File: src/rtl/pio_pkg.sv
// Shared definitions for the PIO block: machine/memory sizes, configuration
// action codes and the sequencer state type.
package pio_pkg;

  localparam int NUM_SM     = 4;
  localparam int IMEM_DEPTH = 32;
  localparam int SM_W       = $clog2(NUM_SM);
  localparam int ADDR_W     = $clog2(IMEM_DEPTH);

  localparam logic [3:0] ACT_NONE    = 4'd0;
  localparam logic [3:0] ACT_INSTR   = 4'd1;
  localparam logic [3:0] ACT_PEND    = 4'd2;
  localparam logic [3:0] ACT_PULL    = 4'd3;
  localparam logic [3:0] ACT_PUSH    = 4'd4;
  localparam logic [3:0] ACT_PINS    = 4'd5;
  localparam logic [3:0] ACT_EN      = 4'd6;
  localparam logic [3:0] ACT_DIV     = 4'd7;
  localparam logic [3:0] ACT_SIDESET = 4'd8;
  localparam logic [3:0] ACT_IMM     = 4'd9;

  typedef enum logic [2:0] {
    ST_IDLE,
    ST_DISABLE,
    ST_LOAD,
    ST_PEND,
    ST_DIV,
    ST_ENABLE
  } seq_state_t;

  // One-hot bit for a machine index within the enable register.
  function automatic logic [NUM_SM-1:0] sm_mask(input logic [SM_W-1:0] idx);
    return {{(NUM_SM-1){1'b0}}, 1'b1} << idx;
  endfunction

endpackage

File: src/rtl/pio_sequencer_if.sv
// Program-source read port and PIO configuration port driven by the sequencer.
interface pio_sequencer_if;
  import pio_pkg::*;

  logic              rom_en;
  logic [ADDR_W-1:0] rom_addr;
  logic [15:0]       rom_data;
  logic [SM_W-1:0]   pio_mindex;
  logic [ADDR_W-1:0] pio_index;
  logic [31:0]       pio_din;
  logic [3:0]        pio_action;

  modport master (
    output rom_en, rom_addr, pio_mindex, pio_index, pio_din, pio_action,
    input  rom_data
  );

  modport slave (
    input  rom_en, rom_addr, pio_mindex, pio_index, pio_din, pio_action,
    output rom_data
  );

endinterface

File: src/rtl/pio_sequencer.sv
// Launch sequencer for one PIO machine: stop, copy program, set wrap and
// divider, re-enable. Sole owner of the PIO enable register (shadowed in en_state).
module pio_sequencer
  import pio_pkg::*;
(
  input  logic              clk,
  input  logic              reset,
  input  logic              start,
  input  logic [SM_W-1:0]   sm,
  input  logic [ADDR_W-1:0] prog_base,
  input  logic [ADDR_W:0]   prog_len,
  input  logic [ADDR_W-1:0] load_off,
  input  logic [23:0]       clk_div,
  input  logic              enable,
  output logic              busy,
  output logic              done,
  output logic              err,
  output logic [NUM_SM-1:0] en_state,
  pio_sequencer_if.master   bus
);

  localparam logic [ADDR_W:0]   ONE_L = 1;
  localparam logic [ADDR_W-1:0] ONE_A = 1;
  localparam logic [ADDR_W+1:0] DEPTH_S = IMEM_DEPTH;

  seq_state_t        state_reg;
  logic [SM_W-1:0]   sm_reg;
  logic [ADDR_W-1:0] base_reg;
  logic [ADDR_W:0]   len_reg;
  logic [ADDR_W-1:0] off_reg;
  logic [23:0]       div_reg;
  logic              enable_reg;
  logic [ADDR_W:0]   k_reg;

  logic              busy_reg;
  logic              done_reg;
  logic              err_reg;
  logic [NUM_SM-1:0] en_state_reg;
  logic              rom_en_reg;
  logic [ADDR_W-1:0] rom_addr_reg;
  logic [SM_W-1:0]   mindex_reg;
  logic [ADDR_W-1:0] index_reg;
  logic [31:0]       din_reg;
  logic [3:0]        action_reg;
  logic              load_reg;

  logic [ADDR_W+1:0] fit_sum;
  logic [ADDR_W:0]   k_next;
  logic [NUM_SM-1:0] en_disable;
  logic [NUM_SM-1:0] en_enable;

  assign fit_sum    = {2'b00, load_off} + {1'b0, prog_len};
  assign k_next     = k_reg + ONE_L;
  assign en_disable = en_state_reg & ~sm_mask(sm);
  assign en_enable  = en_state_reg | (enable_reg ? sm_mask(sm_reg) : '0);

  always_ff @(posedge clk or negedge reset) begin
    if (!reset) begin
      state_reg    <= ST_IDLE;
      sm_reg       <= '0;
      base_reg     <= '0;
      len_reg      <= '0;
      off_reg      <= '0;
      div_reg      <= '0;
      enable_reg   <= 1'b0;
      k_reg        <= '0;
      busy_reg     <= 1'b0;
      done_reg     <= 1'b0;
      err_reg      <= 1'b0;
      en_state_reg <= '0;
      rom_en_reg   <= 1'b0;
      rom_addr_reg <= '0;
      mindex_reg   <= '0;
      index_reg    <= '0;
      din_reg      <= '0;
      action_reg   <= ACT_NONE;
      load_reg     <= 1'b0;
    end else begin
      done_reg <= 1'b0;
      err_reg  <= 1'b0;
      case (state_reg)
        ST_IDLE: begin
          busy_reg   <= 1'b0;
          rom_en_reg <= 1'b0;
          mindex_reg <= '0;
          index_reg  <= '0;
          din_reg    <= '0;
          action_reg <= ACT_NONE;
          load_reg   <= 1'b0;
          if (start) begin
            sm_reg     <= sm;
            base_reg   <= prog_base;
            len_reg    <= prog_len;
            off_reg    <= load_off;
            div_reg    <= clk_div;
            enable_reg <= enable;
            if (fit_sum > DEPTH_S) begin
              err_reg <= 1'b1;
            end else begin
              // Stop the target first; prefetch the first program word alongside.
              state_reg    <= ST_DISABLE;
              busy_reg     <= 1'b1;
              action_reg   <= ACT_EN;
              mindex_reg   <= sm;
              din_reg      <= {{(32-NUM_SM){1'b0}}, en_disable};
              en_state_reg <= en_disable;
              rom_en_reg   <= (prog_len != '0);
              rom_addr_reg <= prog_base;
            end
          end
        end

        ST_DISABLE: begin
          if (len_reg != '0) begin
            state_reg    <= ST_LOAD;
            k_reg        <= '0;
            action_reg   <= ACT_INSTR;
            index_reg    <= off_reg;
            din_reg      <= '0;
            load_reg     <= 1'b1;
            rom_en_reg   <= (len_reg > ONE_L);
            rom_addr_reg <= base_reg + ONE_A;
          end else begin
            state_reg  <= ST_DIV;
            action_reg <= ACT_DIV;
            index_reg  <= '0;
            din_reg    <= {8'b0, div_reg};
            rom_en_reg <= 1'b0;
          end
        end

        ST_LOAD: begin
          if (k_next < len_reg) begin
            k_reg        <= k_next;
            index_reg    <= off_reg + k_next[ADDR_W-1:0];
            rom_en_reg   <= ((k_next + ONE_L) < len_reg);
            rom_addr_reg <= base_reg + k_next[ADDR_W-1:0] + ONE_A;
          end else begin
            state_reg  <= ST_PEND;
            action_reg <= ACT_PEND;
            index_reg  <= off_reg + len_reg[ADDR_W-1:0] - ONE_A;
            load_reg   <= 1'b0;
            rom_en_reg <= 1'b0;
          end
        end

        ST_PEND: begin
          state_reg  <= ST_DIV;
          action_reg <= ACT_DIV;
          index_reg  <= '0;
          din_reg    <= {8'b0, div_reg};
        end

        ST_DIV: begin
          state_reg    <= ST_ENABLE;
          action_reg   <= ACT_EN;
          din_reg      <= {{(32-NUM_SM){1'b0}}, en_enable};
          en_state_reg <= en_enable;
        end

        ST_ENABLE: begin
          state_reg  <= ST_IDLE;
          busy_reg   <= 1'b0;
          done_reg   <= 1'b1;
          action_reg <= ACT_NONE;
          mindex_reg <= '0;
          din_reg    <= '0;
        end

        default: begin
          state_reg  <= ST_IDLE;
          busy_reg   <= 1'b0;
          action_reg <= ACT_NONE;
          rom_en_reg <= 1'b0;
          load_reg   <= 1'b0;
        end
      endcase
    end
  end

  // During LOAD the instruction word comes straight from the program source,
  // whose registered read lands in the same cycle it must be written.
  assign bus.pio_din    = load_reg ? {16'b0, bus.rom_data} : din_reg;
  assign bus.rom_en     = rom_en_reg;
  assign bus.rom_addr   = rom_addr_reg;
  assign bus.pio_mindex = mindex_reg;
  assign bus.pio_index  = index_reg;
  assign bus.pio_action = action_reg;

  assign busy     = busy_reg;
  assign done     = done_reg;
  assign err      = err_reg;
  assign en_state = en_state_reg;

endmodule

File: src/flat_wrapper.sv
// flat-port wrapper written by rule: the top's interface ports become plain ports
module pio_sequencer_flat import pio_pkg::*;
  (clk, reset, start, sm, prog_base, prog_len, load_off, clk_div, enable, busy, done, err, en_state, bus_rom_en, bus_rom_addr, bus_pio_mindex, bus_pio_index, bus_pio_din, bus_pio_action, bus_rom_data);
  pio_sequencer_if bus_i ();
  input  logic clk;
  input  logic reset;
  input  logic start;
  input  logic [SM_W-1:0] sm;
  input  logic [ADDR_W-1:0] prog_base;
  input  logic [ADDR_W:0] prog_len;
  input  logic [ADDR_W-1:0] load_off;
  input  logic [23:0] clk_div;
  input  logic enable;
  output logic busy;
  output logic done;
  output logic err;
  output logic [NUM_SM-1:0] en_state;
  output wire logic [$bits(bus_i.rom_en)-1:0] bus_rom_en;
  output wire logic [$bits(bus_i.rom_addr)-1:0] bus_rom_addr;
  output wire logic [$bits(bus_i.pio_mindex)-1:0] bus_pio_mindex;
  output wire logic [$bits(bus_i.pio_index)-1:0] bus_pio_index;
  output wire logic [$bits(bus_i.pio_din)-1:0] bus_pio_din;
  output wire logic [$bits(bus_i.pio_action)-1:0] bus_pio_action;
  input wire logic [$bits(bus_i.rom_data)-1:0] bus_rom_data;
  assign bus_rom_en = bus_i.rom_en;
  assign bus_rom_addr = bus_i.rom_addr;
  assign bus_pio_mindex = bus_i.pio_mindex;
  assign bus_pio_index = bus_i.pio_index;
  assign bus_pio_din = bus_i.pio_din;
  assign bus_pio_action = bus_i.pio_action;
  assign bus_i.rom_data = bus_rom_data;
  pio_sequencer u_core (.clk(clk), .reset(reset), .start(start), .sm(sm), .prog_base(prog_base), .prog_len(prog_len), .load_off(load_off), .clk_div(clk_div), .enable(enable), .busy(busy), .done(done), .err(err), .en_state(en_state), .bus(bus_i));
endmodule
File: config.mk
export PLATFORM = sky130hd
export DESIGN_NAME = pio_sequencer_flat
export DESIGN_NICKNAME = d
export VERILOG_FILES = /design/src/rtl/pio_pkg.sv /design/src/rtl/pio_sequencer_if.sv /design/src/rtl/pio_sequencer.sv /design/src/flat_wrapper.sv
export SDC_FILE = /design/constraint.sdc
export NUM_CORES = 1
export LEC_CHECK = 0
export ABC_AREA = 1
export CAP_MARGIN = 20
export CORE_AREA = 5 5 189 100
export DETAILED_ROUTE_END_ITERATION = 6
export DIE_AREA = 0 0 194 105
export PLACE_DENSITY = 0.59
export SLEW_MARGIN = 0
export SYNTH_ARGS = -nofsm -noshare
export SYNTH_HDL_FRONTEND = slang
export SYNTH_SLANG_ARGS = --single-unit
File: constraint.sdc
create_clock -name clk -period 3.3 [get_ports clk]
set_clock_uncertainty 0.2 [all_clocks]
set_input_delay 0.33 -clock clk [delete_from_list [all_inputs] [get_ports clk]]
set_output_delay 0.33 -clock clk [all_outputs]
set_load 0.02 [all_outputs]
### Yosys cells after proc, flatten, opt, wreduce, memory -nomap -nowiden

Cells that the tools add are included.
W data, S select, Z words.

* flip-flop bits (word level): 109
* latch bits: 0
* bits in writable memories: 0
* bits in read-only memories: 0
* input port bits: 62
* memories kept: 0

* $add $sub $neg: 9
* multiply operators: 0
* div/mod/pow operators: 0
* $lt $le $gt $ge: 4
* eq/ne operators: 10
* shift-type cells: 2
* muxes and demuxes: 48
* bitwise gates (word level): 4
* reductions and logical operators: 18

Operators with widths (count)
* $pmux W32 S5: 1
* $mux W32: 2
* $mux W5: 6
* $pmux W5 S3: 2
* $mux W24: 1
* $mux W4: 6
* $pmux W4 S5: 1
* $mux W3: 6
* $add A5 B5 Y5: 3
* $pmux W3 S5: 1
* $add A6 B1 Y6 const B: 2
* $lt A6 B6 Y1: 2
* $mux W1: 12
* $mux W6: 2
* $pmux W6 S2: 1
* $reduce_and A3 Y1: 4
* $reduce_bool A6 Y1: 2
* $add A5 B1 Y5 const B: 2
* $pmux W4 S2: 1
* $shl A1 B2 Y4 const A: 2
* $add A5 B6 Y7: 1
* $gt A7 B6 Y1 const B: 1
* $eq A3 B2 Y1 const B: 2
* $eq A3 B3 Y1 const B: 2
* other kinds (23): 30

### Longest topological paths before layout

* word-level depth: 6
* mapped depth: 16
* gate-level depth less buffers: 16

### Worst setup path after synthesis

No wires, ideal clock.

* path type: register -> register
* start: register u_core.k_reg[0]
* end: register u_core.rom_addr_reg[4] (netlist: u_core.bus.rom_addr[4])
* library setup time: 0.117 ns
* data arrival time: 2.211 ns
* data required time: 2.983 ns
* setup slack: 0.772 ns
* stages on the path, launching flop included: 14
* path buffers: 0
* cells stage by stage: dfrtp_1 > inv_1 > ha_1 > inv_1 > fa_1 > nand2_1 > inv_1 > or2_2 > a21oi_1 > nand3_1 > nand2_1 > o21bai_1 > nand3_1 > nand2_1

* word-level cells in the longest chain between the ends: 5

RTL lines
* from (decl): line pio_sequencer.sv:33 `logic [ADDR_W:0] k_reg;`
* from (signal assigned): line pio_sequencer.sv:134 `k_reg <= k_next;`
* $add A6 B1 Y6 (*): line pio_sequencer.sv:53 `assign k_next = k_reg + ONE_L;`
* $add A5 B5 Y5: line pio_sequencer.sv:137 `rom_addr_reg <= base_reg + k_next[ADDR_W-1:0] + ONE_A;`
* $add A5 B1 Y5: line pio_sequencer.sv:137
* $mux W5: line pio_sequencer.sv:133 `if (k_next < len_reg) begin`
* $pmux W5 S3: line pio_sequencer.sv:81 `case (state_reg)`
* to (signal assigned): line pio_sequencer.sv:108 `rom_addr_reg <= prog_base;`
* to (signal assigned): line pio_sequencer.sv:122 `rom_addr_reg <= base_reg + ONE_A;`
* to (signal assigned): line pio_sequencer.sv:137
* to (decl): line pio_sequencer.sv:40 `logic [ADDR_W-1:0] rom_addr_reg;`

Mark *: on every way between the ends. The rest lies on a longest branch, timed or not. The select of a mux whose other input is x is not followed.
A chain may end at the register's enable or synchronous reset.

### Worst setup path in the final report

* start: register u_core.k_reg[0]
* end: register u_core.rom_en_reg (netlist: u_core.bus.rom_en)

* word-level cells in the longest chain between the ends: 5

RTL lines
* $add A6 B1 Y6 (*): line pio_sequencer.sv:53
* $add A6 B1 Y6: line pio_sequencer.sv:136 `rom_en_reg <= ((k_next + ONE_L) < len_reg);`
* $lt A6 B6 Y1: line pio_sequencer.sv:136
* $mux W1 (*): line pio_sequencer.sv:133
* $pmux W1 S4 (*): line pio_sequencer.sv:81
* to (signal assigned): line pio_sequencer.sv:107 `rom_en_reg <= (prog_len != '0);`
* to (signal assigned): line pio_sequencer.sv:121 `rom_en_reg <= (len_reg > ONE_L);`
* to (signal assigned): line pio_sequencer.sv:136
* to (decl): line pio_sequencer.sv:39 `logic rom_en_reg;`

Mark *: on every way between the ends. The rest lies on a longest branch, timed or not.

==> impl_metrics.py <==
metrics = {
    "synthesis": {
        "synth.distinct_cells": 45,
        "ys_ff_latch": 100,
        "yosysSeqAreaShare_pct": 43.0,
        "synth_edf_count": 0,
        "async_flop_share_pct": 100,
        "synthCells": 712,
        "ys_warn_count": 0,
        "synthFlopType": "dfrtp_1",
        "syn-cell-area_sq_mm": 0.00581,
        "syn_avg_cell_area_sq_um": 8.16,
    },
    "sta": {
        "rsz0062_at_grt": "false",
        "setup_viol": 0,
        "period_share_pct": 84.4,
        "period_minus_slack_ns": 2.78,
        "drv_slew": 0,
        "fmax_ghz": 0.359,
        "maxSlewHeadroom_pct": 60.3,
        "hold_viol": 0,
        "setup_tns_ns": 0,
        "worstMarginPinSlew_ns": 0.596,
    },
    "die": {
        "die-area_sq_mm": 0.0204,
        "pin_count": 118,
        "start_util_pct": 34.2,
        "row_count": 34,
        "dieHeight_um": 105,
        "core_area_sq_mm": 0.0170,
        "die_x_um": 194,
    },
    "setup_path": {
        "critPathKind": "reg2reg",
        "crit_arrival_ns": 2.86,
        "crit_fanout": 6,
        "critPathLaunchType": "flop",
        "end_kind": "flop",
        "required_ns": 3.38,
    },
    "layout": {
        "final_core_util_pct": 44.0,
        "seq_area_sq_mm": 0.00250,
        "drive_gt1_share_pct": 7.81,
        "fillerInstances": 1740,
        "fin_nets": 926,
        "antenna_cells": 0,
        "multi_input_area_sq_mm": 0.00276,
        "instances_no_fill": 1066,
        "area_delta_synth_final_pct": 28.5,
    },
    "clocking": {
        "cts_root_buf": "clkbuf_16",
        "h-tree-depth": 3,
        "cts-resized-gates": 0,
        "cts_buffers": 9,
        "clk_pin_slew_ns": 0.07,
        "cts_buffer_depth": 2,
        "cts_tree": "built",
        "clock_latency_ns": 0.34,
        "clkSinkCount": 100,
        "postCtsSetupBuffers": 0,
    },
    "placed_design": {
        "place_hpwl_um": 12900,
        "placement.io_buffers": 108,
        "placedCellCount": 1049,
        "gp_congestion": 0.900,
    },
    "routing": {
        "drc": 0,
        "wl_per_cell_um": 15.8,
        "wl_um": 16900,
        "drt_pass1_iterations": 5,
        "first_iter_violations": 403,
        "ant_nets": 0,
        "dr_total_vias": 5056,
        "vias_per_cell": 4.74,
    },
    "pwr": {
        "power.leakage_nw": 3.54,
        "powerDensity_mw_per_mm2": 892,
        "ir_worst_vdd_mv": 0.379,
    },
    "grt": {
        "grt_pass1_vias": 4914,
        "grt_max_degree": 101,
        "grtUsageTotal_pct": 16.8,
        "overflow": 0,
        "grt_pass1_wl_um": 27700,
        "antenna_found_initial": 0,
    },
    "worst_hold_path": {
        "hold_class": "reg2reg",
    },
    "outcome": {
        "status": "complete, no violations",
    },
    "run": {
        "drv_cap": 0,
    },
}
cells by family (layout without fill, tap and decap cells):
family / after synthesis / after routing / share of synthesized area [%]
compound gates: 137 / 137 / 15.0
simple gates: 286 / 286 / 21.1
fa+ha+maj: 37 / 37 / 8.48
xor+xnor: 15 / 15 / 2.26
buf+inv: 136 / 248 / 10.1
flops: 100 / 100 / 43.0
other cells: 1 / 9 / 0.0645
routing by layer:
| metal | global-route usage [%] | wire length (um) |
|---|---|---|
| met5 | 0 | 0 |
| met4 | 2.26 | 46 |
| met3 | 3.92 | 1210 |
| met2 | 20.4 | 5820 |
| met1 | 29.3 | 9780 |
what timing repair did:
item,in CTS,in global routing
hold buffers,1,0
endpoints found under the setup margin,0,0
hold endpoints to repair,100,0
Yosys cell counts, types with 4 or more instances:
master	count	area, sq um
o32ai_2	8	130
nand2_1	168	631
nand2_2	7	43.8
clkbuf_1	8	30.0
buf_4	15	113
inv_2	6	22.5
nor2_2	5	31.3
o211ai_1	7	52.6
buf_2	4	20.0
nand4_1	6	37.5
inv_1	100	375
xnor2_1	5	43.8
xor2_1	10	87.6
dfrtp_1	100	2500
ha_1	33	413
fa_1	4	80.1
nand3_1	36	180
o21ai_0	63	315
o32ai_1	7	61.3
nor2_1	49	184
a21oi_1	23	115
o21ai_1	8	40.0
nor3_1	5	25.0
a31oi_1	4	25.0
critical path, stage by stage, from the launching register on:
cell and delay (ns):
dfrtp_1 0.41, inv_1 0.08, ha_1 0.36, inv_1 0.25, nand3_1 0.16, nor3_1 0.20, xor2_1 0.21, ha_1 0.30
a21oi_1 0.19, o21a_1 0.15, o2111ai_1 0.11, nand4_1 0.10
area by class of cell:
cell class | instances | share of cell area, %
multi-input combinational | 484 | 37.0
sequential | 100 | 33.5
timing repair buffer | 124 | 16.3
inverter | 108 | 5.50
tap | 234 | 3.92
clock buffer | 10 | 3.20
clock inverter | 6 | 0.653
metrics by stage:
stage / power [mW] / setup WS (ns) / cell area, sq um / hold slack [ns]
4_1_cts: 6.68 / 0.543 / 7470 / 0.282
3_3_place_gp: 5.57 / 0.365 / 7170 / 0.242
5_1_grt: 7.22 / 0.274 / 7470 / 0.302
2_1_floorplan: 4.35 / 0.772 / 5840 / -0.166
3_5_place_dp: 5.62 / 0.349 / 7170 / 0.243
6_report: 6.66 / 0.515 / 7470 / 0.284
placed cells by master (no fill, tap or decap), types with 3 or more instances in the layout:
cell | synthesis | layout
nand2_1 | 168 | 168
clkdlybuf4s50_1 | 0 | 107
inv_1 | 100 | 100
dfrtp_1 | 100 | 100
o21ai_0 | 63 | 63
nor2_1 | 49 | 49
nand3_1 | 36 | 36
ha_1 | 33 | 33
a21oi_1 | 23 | 23
buf_4 | 15 | 15
xor2_1 | 10 | 10
conb_1 | 1 | 9
clkbuf_16 | 0 | 9
o32ai_2 | 8 | 8
o21ai_1 | 8 | 8
o32ai_1 | 7 | 7
nand2_2 | 7 | 7
o211ai_1 | 7 | 7
nand4_1 | 6 | 6
inv_2 | 6 | 6
nor3_1 | 5 | 5
xnor2_1 | 5 | 5
nor2_2 | 5 | 4
a31oi_1 | 4 | 4
fa_1 | 4 | 4
o22ai_1 | 3 | 3
nor4_1 | 3 | 3
a32oi_1 | 3 | 3
worst paths after layout:
kind | startpoint | endpoint | slack, ns | cells past startpoint
setup / recovery | u_core.k_reg[0]$_DFFE_PN0P_ | u_core.bus.rom_en$_DFFE_PN0P_ | 0.52 | 11
hold / removal | u_core.bus.pio_action[0]$_DFFE_PN0N_ | u_core.bus.pio_action[0]$_DFFE_PN0N_ | 0.28 | 2
setup reg to reg | u_core.k_reg[0]$_DFFE_PN0P_ | u_core.bus.rom_en$_DFFE_PN0P_ | 0.52 | 11
hold reg to reg | u_core.bus.pio_action[0]$_DFFE_PN0N_ | u_core.bus.pio_action[0]$_DFFE_PN0N_ | 0.28 | 2
max in group asynchronous | reset | u_core.bus.rom_en$_DFFE_PN0P_ | 2.05 | 3
min in group asynchronous | reset | u_core.base_reg[3]$_DFFE_PN0P_ | 0.36 | 3
power by group:
part / switching, mW / internal [mW]
Sequential: 0.350 / 1.69
Clock: 0.497 / 0.540
Combinational: 2.23 / 1.36
Note: power is estimated with default switching activity, not from simulation.
